===== src/rtl/ddr_wr_arb.sv =====
// Round-robin arbiter granting one write requester at a time to a shared DDR write engine.
// Latency: grant, address and length appear 1 cycle after selection; done_o follows the engine done edge by 1 cycle.
// Backpressure: requesters hold req_i until done_o; the engine holds off completion by keeping wr_ddr_done_i low, bounded by the timeout.
module ddr_wr_arb #(
    parameter int NUM_REQ = 4,
    parameter int ADDR_W  = 32,
    parameter int LEN_W   = 8,
    parameter int TMO_W   = 12
) (
    input  logic                      clk_i,
    input  logic                      rst_i,
    input  logic [NUM_REQ-1:0]        req_i,
    input  logic [NUM_REQ*ADDR_W-1:0] req_addr_i,
    input  logic [NUM_REQ*LEN_W-1:0]  req_len_i,
    output logic [NUM_REQ-1:0]        gnt_o,
    output logic [NUM_REQ-1:0]        done_o,
    output logic                      wr_ddr_en_o,
    output logic [ADDR_W-1:0]         wr_ddr_addr_o,
    output logic [LEN_W-1:0]          wr_ddr_len_o,
    input  logic                      wr_ddr_done_i,
    output logic                      busy_o,
    output logic                      err_tmo_o
);

    localparam int IDX_W = $clog2(NUM_REQ);
    // Last counter value seen in WRITE before the limit is reached on the following edge.
    localparam logic [TMO_W-1:0] TMO_LAST = {{(TMO_W-1){1'b1}}, 1'b0};

    typedef enum logic [1:0] {
        ST_IDLE  = 2'd0,
        ST_WRITE = 2'd1,
        ST_CPL   = 2'd2
    } state_t;

    state_t             r_state;
    logic [IDX_W-1:0]   r_rr_ptr;
    logic [IDX_W-1:0]   r_win;
    logic [NUM_REQ-1:0] r_gnt;
    logic [NUM_REQ-1:0] r_done;
    logic               r_en;
    logic [ADDR_W-1:0]  r_addr;
    logic [LEN_W-1:0]   r_len;
    logic               r_err;
    logic [TMO_W-1:0]   r_tmo;
    logic               r_done_prev;

    logic               w_found;
    logic [IDX_W-1:0]   w_win;
    logic [NUM_REQ-1:0] w_gnt_sel;
    logic [ADDR_W-1:0]  w_sel_addr;
    logic [LEN_W-1:0]   w_sel_len;
    logic [IDX_W-1:0]   w_ptr_nxt;
    logic               w_done_edge;

    // Pick the first active requester at or after the round-robin pointer, wrapping.
    always_comb begin
        w_found = 1'b0;
        w_win   = '0;
        for (int i = 0; i < NUM_REQ; i++) begin
            if (!w_found && req_i[(int'(r_rr_ptr) + i) % NUM_REQ]) begin
                w_found = 1'b1;
                w_win   = IDX_W'((int'(r_rr_ptr) + i) % NUM_REQ);
            end
        end
    end

    assign w_gnt_sel   = NUM_REQ'(1) << w_win;
    assign w_sel_addr  = req_addr_i[int'(w_win)*ADDR_W +: ADDR_W];
    assign w_sel_len   = req_len_i[int'(w_win)*LEN_W +: LEN_W];
    assign w_ptr_nxt   = (r_win == IDX_W'(NUM_REQ-1)) ? '0 : r_win + 1'b1;
    // Only a fresh 0->1 transition counts, so a done left high by the last write is ignored.
    assign w_done_edge = wr_ddr_done_i & ~r_done_prev;

    // Service FSM: grant and latch in IDLE, wait for done edge or timeout in WRITE, pulse done in CPL.
    // A zero-length request spends its grant cycle in WRITE with the enable held off.
    always_ff @(posedge clk_i) begin
        if (rst_i) begin
            r_state     <= ST_IDLE;
            r_rr_ptr    <= '0;
            r_win       <= '0;
            r_gnt       <= '0;
            r_done      <= '0;
            r_en        <= 1'b0;
            r_addr      <= '0;
            r_len       <= '0;
            r_err       <= 1'b0;
            r_tmo       <= '0;
            r_done_prev <= 1'b0;
        end else begin
            r_done_prev <= wr_ddr_done_i;
            r_done      <= '0;
            case (r_state)
                ST_IDLE: begin
                    if (w_found) begin
                        r_gnt   <= w_gnt_sel;
                        r_win   <= w_win;
                        r_addr  <= w_sel_addr;
                        r_len   <= w_sel_len;
                        r_en    <= (w_sel_len != '0);
                        r_tmo   <= '0;
                        r_state <= ST_WRITE;
                    end
                end
                ST_WRITE: begin
                    if (r_len == '0) begin
                        r_done  <= r_gnt;
                        r_state <= ST_CPL;
                    end else if (w_done_edge) begin
                        r_en    <= 1'b0;
                        r_done  <= r_gnt;
                        r_state <= ST_CPL;
                    end else if (r_tmo == TMO_LAST) begin
                        r_en    <= 1'b0;
                        r_err   <= 1'b1;
                        r_done  <= r_gnt;
                        r_state <= ST_CPL;
                    end else begin
                        r_tmo <= r_tmo + 1'b1;
                    end
                end
                ST_CPL: begin
                    r_gnt    <= '0;
                    r_rr_ptr <= w_ptr_nxt;
                    r_state  <= ST_IDLE;
                end
                default: begin
                    r_state <= ST_IDLE;
                end
            endcase
        end
    end

    assign gnt_o         = r_gnt;
    assign done_o        = r_done;
    assign wr_ddr_en_o   = r_en;
    assign wr_ddr_addr_o = r_addr;
    assign wr_ddr_len_o  = r_len;
    assign busy_o        = (r_state != ST_IDLE);
    assign err_tmo_o     = r_err;

endmodule


===== config.mk =====
export PLATFORM = sky130hd
export DESIGN_NAME = ddr_wr_arb
export DESIGN_NICKNAME = d
export VERILOG_FILES = /design/src/rtl/ddr_wr_arb.sv
export SDC_FILE = /design/constraint.sdc
export NUM_CORES = 1
export LEC_CHECK = 0
export CORE_MARGIN = 2
export CORE_UTILIZATION = 39
export DETAILED_ROUTE_END_ITERATION = 8
export PLACE_DENSITY = 0.86
export SLEW_MARGIN = 20
export SYNTH_ARGS = -nofsm -noshare
export SYNTH_HDL_FRONTEND = slang
export SYNTH_SLANG_ARGS = --single-unit

===== constraint.sdc =====
create_clock -name clk_i -period 2.6 [get_ports clk_i]
set_input_delay 0.65 -clock clk_i [delete_from_list [all_inputs] [get_ports clk_i]]
set_output_delay 0.65 -clock clk_i [all_outputs]
set_load 0.05 [all_outputs]

Word-level counts from Yosys, hierarchy flattened

Index checks and enable logic that the tools add are counted.

Memory bits (writable): 0
Register bits after elaboration: 69
Bits of input ports: 167
Bits in read-only memories: 0
Latch bits: 0
Logic and storage cells: 103
Memories: 0
Output and inout bits: 51

Equal/unequal tests: 10
Bitwise gates (word level): 8
Reductions and logical operators: 22
Divide/modulo/power cells: 0
Multiplexer cells: 40
$add $sub $neg: 5
Multiply operators: 0
Shift-type cells: 3
Magnitude comparators: 4

Operator list:

| operator              | count |
|---|---|
| $shiftx 128x8->32     | 1 |
| $mux 12               | 4 |
| $shiftx 32x6->8       | 1 |
| $pmux 12 s2           | 1 |
| $mux 2                | 9 |
| $mux 4                | 4 |
| $mux 1                | 15 |
| $add 12x1->12 const B | 1 |
| $eq 12x12->1 const B  | 1 |
| $lt 3x4->1 const B    | 3 |
| $bmux 1 s2            | 4 |
| $logic_not 8->1       | 1 |
| $ne 2x2->1 const B    | 4 |
| $pmux 4 s2            | 1 |
| $reduce_and 4->1      | 2 |
| $reduce_bool 8->1     | 1 |
| $reduce_or 2->1       | 4 |
| $reduce_and 2->1      | 3 |
| $reduce_bool 2->1     | 3 |
| $reduce_and 5->1      | 1 |
| $add 2x1->2 const B   | 2 |
| $add 2x2->2 const B   | 2 |
| $eq 2x2->1 const B    | 2 |
| $ne 4x4->1 const B    | 1 |
| 12 further kinds      | 21 |

Longest topological paths before layout

Gate-level depths: netlist of the first run.

Depth after elaboration: 18
Gate-level depth with buffers: 10
Gate-level depth less buffers: 9

Least setup slack after synthesis of the first run

Ideal clock, no wire load.

Path type: input to register
Start: in req_i[2]
End: reg r_addr[30] (netlist: wr_ddr_addr_o[30])
Library setup time: 128 ps
Data arrival time: 2013 ps
Slack: 460 ps
Cell stages on the path: 10
Cells stage by stage: mux2i_1 -> nor2_1 -> or3_1 -> buf_2 -> buf_6 -> and2_0 -> a211oi_1 -> a311oi_1 -> a21oi_1 -> nor2_1

Cells in the longest elaborated chain, start to end: 13
Elaborated cells on any way between the ends: 27
Classes of those cells: 1 x shift; 19 x mux; 7 x reduce/logical

RTL lines:

| element                                               | RTL line | RTL |
|---|---|---|
| start, declared                                       | 12       | `input logic [NUM_REQ-1:0] req_i,` |
| $bmux 1 s2                                            | 60       | `if (!w_found && req_i[(int'(r_rr_ptr) + i) % NUM_REQ]) begin` |
| $mux 1 (not written as such)                          | 60       |  |
| $mux 1                                                | 60       |  |
| $logic_not 1->1                                       | 60       |  |
| $logic_and 1x1->1                                     | 60       |  |
| $mux 1                                                | 60       |  |
| $logic_not 1->1                                       | 60       |  |
| $logic_and 1x1->1                                     | 60       |  |
| $mux 1                                                | 60       |  |
| $logic_not 1->1                                       | 60       |  |
| $logic_and 1x1->1                                     | 60       |  |
| $mux 2 or $mux 1 (tied branches)                      | 60       |  |
| $shiftx 128x8->32 or $reduce_and 2->1 (tied branches) | --       |  |
| end signal, assigned                                  | 97       | `r_addr <= w_sel_addr;` |
| end, declared                                         | 41       | `logic [ADDR_W-1:0] r_addr;` |

Parallel ways exist; a longest one is shown, timed or not. The select of a mux whose other input is x is not followed.
A chain may end at the register's enable or synchronous reset.

Final worst setup path of the first run

Start: in req_i[1]
End: reg r_addr[10] (netlist: wr_ddr_addr_o[10])

The elaborated chain is that of the path after synthesis.

==> results of run 1 <==
-- final timing paths --
| kind | slack [ps] | depth (start not counted) | end | start |
|---|---|---|---|---|
| worst max-delay path | 70 | 11 | wr_ddr_addr_o[10] | req_i[1] |
| worst min register to register | 470 | 2 | wr_ddr_en_o | wr_ddr_en_o |
| worst min-delay path | 470 | 2 | wr_ddr_en_o | wr_ddr_en_o |
| worst max register to register | 440 | 11 | wr_ddr_addr_o[10] | r_rr_ptr[1] |
-- stage by stage --
step | cell area, µm² | instances
global placement | 6350 | 843
finish | 6680 | 863
floorplan | 3860 | 496
detailed placement | 6350 | 843
global route | 6680 | 863
CTS | 6570 | 859
-- synthesized netlist by cell type --
master,n
ha_1,3
a32oi_1,4
nand3_1,3
inv_1,4
nand2b_1,5
o31a_1,1
o22ai_1,1
o21a_1,1
nor4_1,4
mux2_2,8
mux2i_1,18
o21ai_0,2
buf_6,2
xnor2_1,5
a211o_1,1
buf_12,1
buf_2,17
or3_1,2
a22oi_1,1
a21oi_2,1
nor3_1,5
and2_0,23
nand4_1,3
buf_4,3
nor2_1,73
o21ai_1,1
nor3_2,1
nor2b_1,2
a21oi_1,50
xor2_1,4
a311oi_1,32
nand2_1,73
and4_1,2
and2_1,16
clkbuf_1,19
a31oi_1,1
a211oi_1,32
buf_1,1
nor3b_1,2
dfxtp_1,69
-- tightest hold or removal path, cell delays in order, from the launching register on --
cell	delay, ps
dfxtp_1	320
nand2_1	50
a21oi_1	50
-- what timing repair did --
action / CTS / global route
pin swaps: 0 / 3
gates cloned: 0 / 3
endpoints found under the setup margin: 2 / 21
setup buffers: 0 / 1
resized for setup: 2 / 6
-- layout by cell type (no fill, tap or decap), types with 16 or more instances in the layout --
cell and n:
and2_0 23, nor2_1 73, clkdlybuf4s50_1 215, a21oi_1 50, and2_1 16, mux2i_1 17, dfxtp_1 69, nand2_1 73
a311oi_1 32, buf_4 35, a211oi_1 29
-- layout make-up --
cell class | instances | area, µm² | area share
Clock buffer | 11 | 151 | 0.0227
Clock inverter | 5 | 58.8 | 0.00881
Inverter | 4 | 15.0 | 0.00225
Multi-Input combinational cell | 380 | 2290 | 0.343
Sequential cell | 69 | 1380 | 0.207
Tap cell | 133 | 166 | 0.0249
Timing Repair Buffer | 261 | 2610 | 0.391
-- cell families after synthesis --
family	share of synthesized area
AO/OA/AOI/OAI	0.227
buffers and inverters	0.0623
XOR/XNOR	0.0204
adder cells (fa/ha/maj)	0.00973
AND/OR/NAND/NOR	0.253
multiplexers	0.0701
flip-flops	0.358
-- state kept, by name, indices dropped and copies added, names as in the netlist --
signal         cells
wr_ddr_len_o       8
r_win              2
gnt_o              4
r_done_prev        1
r_tmo             12
wr_ddr_addr_o     32
done_o             4
r_rr_ptr           2
err_tmo_o          1
wr_ddr_en_o        1
r_state            2
-- metal layers --
layer | wire [µm] | vias to the layer above
met2 | 7370 | 193
met5 | 0 | -
met1 | 5610 | 2179
met3 | 1000 | 34
met4 | 345 | 0
li1 | - | 2214
-- report_power, final --
part | switching (µW) | leakage (µW) | internal (µW) | total [µW]
Clock | 415 | 0.000102 | 496 | 911
Sequential | 70.5 | 0.000566 | 1160 | 1230
Combinational | 860 | 0.00190 | 700 | 1560
==> metrics.yaml, run 1 <==
power.total_uw: 3700
syn_area_per_cell_um2: 7.78
root_buffer: "clkbuf_8"
start_kind: "input port"
setup_ws_ps: 69.2
slew_headroom: 0.628
clkSinkCount: 69
htree_levels: 3
wirelength_mm: 14.3
cts_buffers: 9
cap_violations: 0
hp-class: "reg2reg"
crit_family: "buffers and inverters"
finalSetupViolCount: 0
grt_pass1_vias: 4191
grt_util_met3: 0.0511
via_per_inst: 5.35
grt_overflow_total: 0
setup_tns_ps: 0
worstPathRequired_ps: 2790
grt_util_met1: 0.272
crit_chain: "clkdlybuf4s50_1 -> buf_4 -> a21oi_1 -> o22ai_4 -> buf_12 -> clkbuf_16 -> buf_4 -> a211oi_1 -> a311oi_1 -> a21oi_1 -> nor2_1"
fin_util: 0.690
dr.first_iter.drc_count: 119
num_rows: 36
synthCells: 496
finClkSkew_ps: 12.5
die-area_um2: 10700
p_leak_uw: 0.00257
chipHeight_um: 103
ctsHoldBuffers: 0
hold_viol: 0
arrival_ps: 2720
synth_nets: 666
die_width_um: 103
critPathKind: "in2reg"
layout.nets: 895
period_needed_ps: 2530
start_util: 0.398
outcome: "finished clean"
clk_latency_ps: 330
dpl.hpwl_mm: 10.6
num-fill-cells: 771
grt_pass1_wl_mm: 19.5
tightest_slew_ps: 556
synth-seq-cells: 69
crit_fanout: 18
peakVddDrop_uv: 325
crit_path_end_kind: "flip-flop"
synthTopCellsByArea: "dfxtp_1, a311oi_1, nand2_1"
antennaDiodeCount: 0
core_area_um2: 9680
antenna_found_initial: 0
top_usage_layer: "met2"
seq_area_frac_synth: 0.358
grt_max_degree: 44
period_share: 0.973
wire_per_inst_um: 16.6
first_pass_iters: 4
netlist_area_um2: 3860
tritoncts: "yes"
crit_buf_inv: 5
whs_ps: 468
use_met2: 0.412
cts_max_path_buffers: 2
fmax_mhz: 395
clkTransAtPathRegs_ps: 80
synth_top_area_frac: 0.358
cpPeakStageDelay_ps: 460
dp_worst_setup_slack_ps: -437
syn_to_final_growth_pct: 73.1
num_vias: 4620
ios: 218
cp_slowest_cell: "clkdlybuf4s50_1"
final-max-slew-violation-count: 0
yosysTopAreaCell: "dfxtp_1"
ant_nets: 0
ys_types: 40
portBuffers: 217
grt.total_usage: 0.231
powerDensity_nw_per_um2: 555
drive_above_1_share: 0.108
yosys_warnings: 0
place.gp.congestion: 0.833
drc: 0
Power figures use the tool's default switching activity.
==> run 2: changes to the inputs <==
--- a/config.mk
+++ b/config.mk
@@ -5,6 +5,7 @@
 export SDC_FILE = /design/constraint.sdc
 export NUM_CORES = 1
 export LEC_CHECK = 0
+export CAP_MARGIN = 25
 export CORE_MARGIN = 2
 export CORE_UTILIZATION = 39
 export DETAILED_ROUTE_END_ITERATION = 8
==> results of run 2 <==
No change in the layout: final DEF, timing and power equal those of run 1.
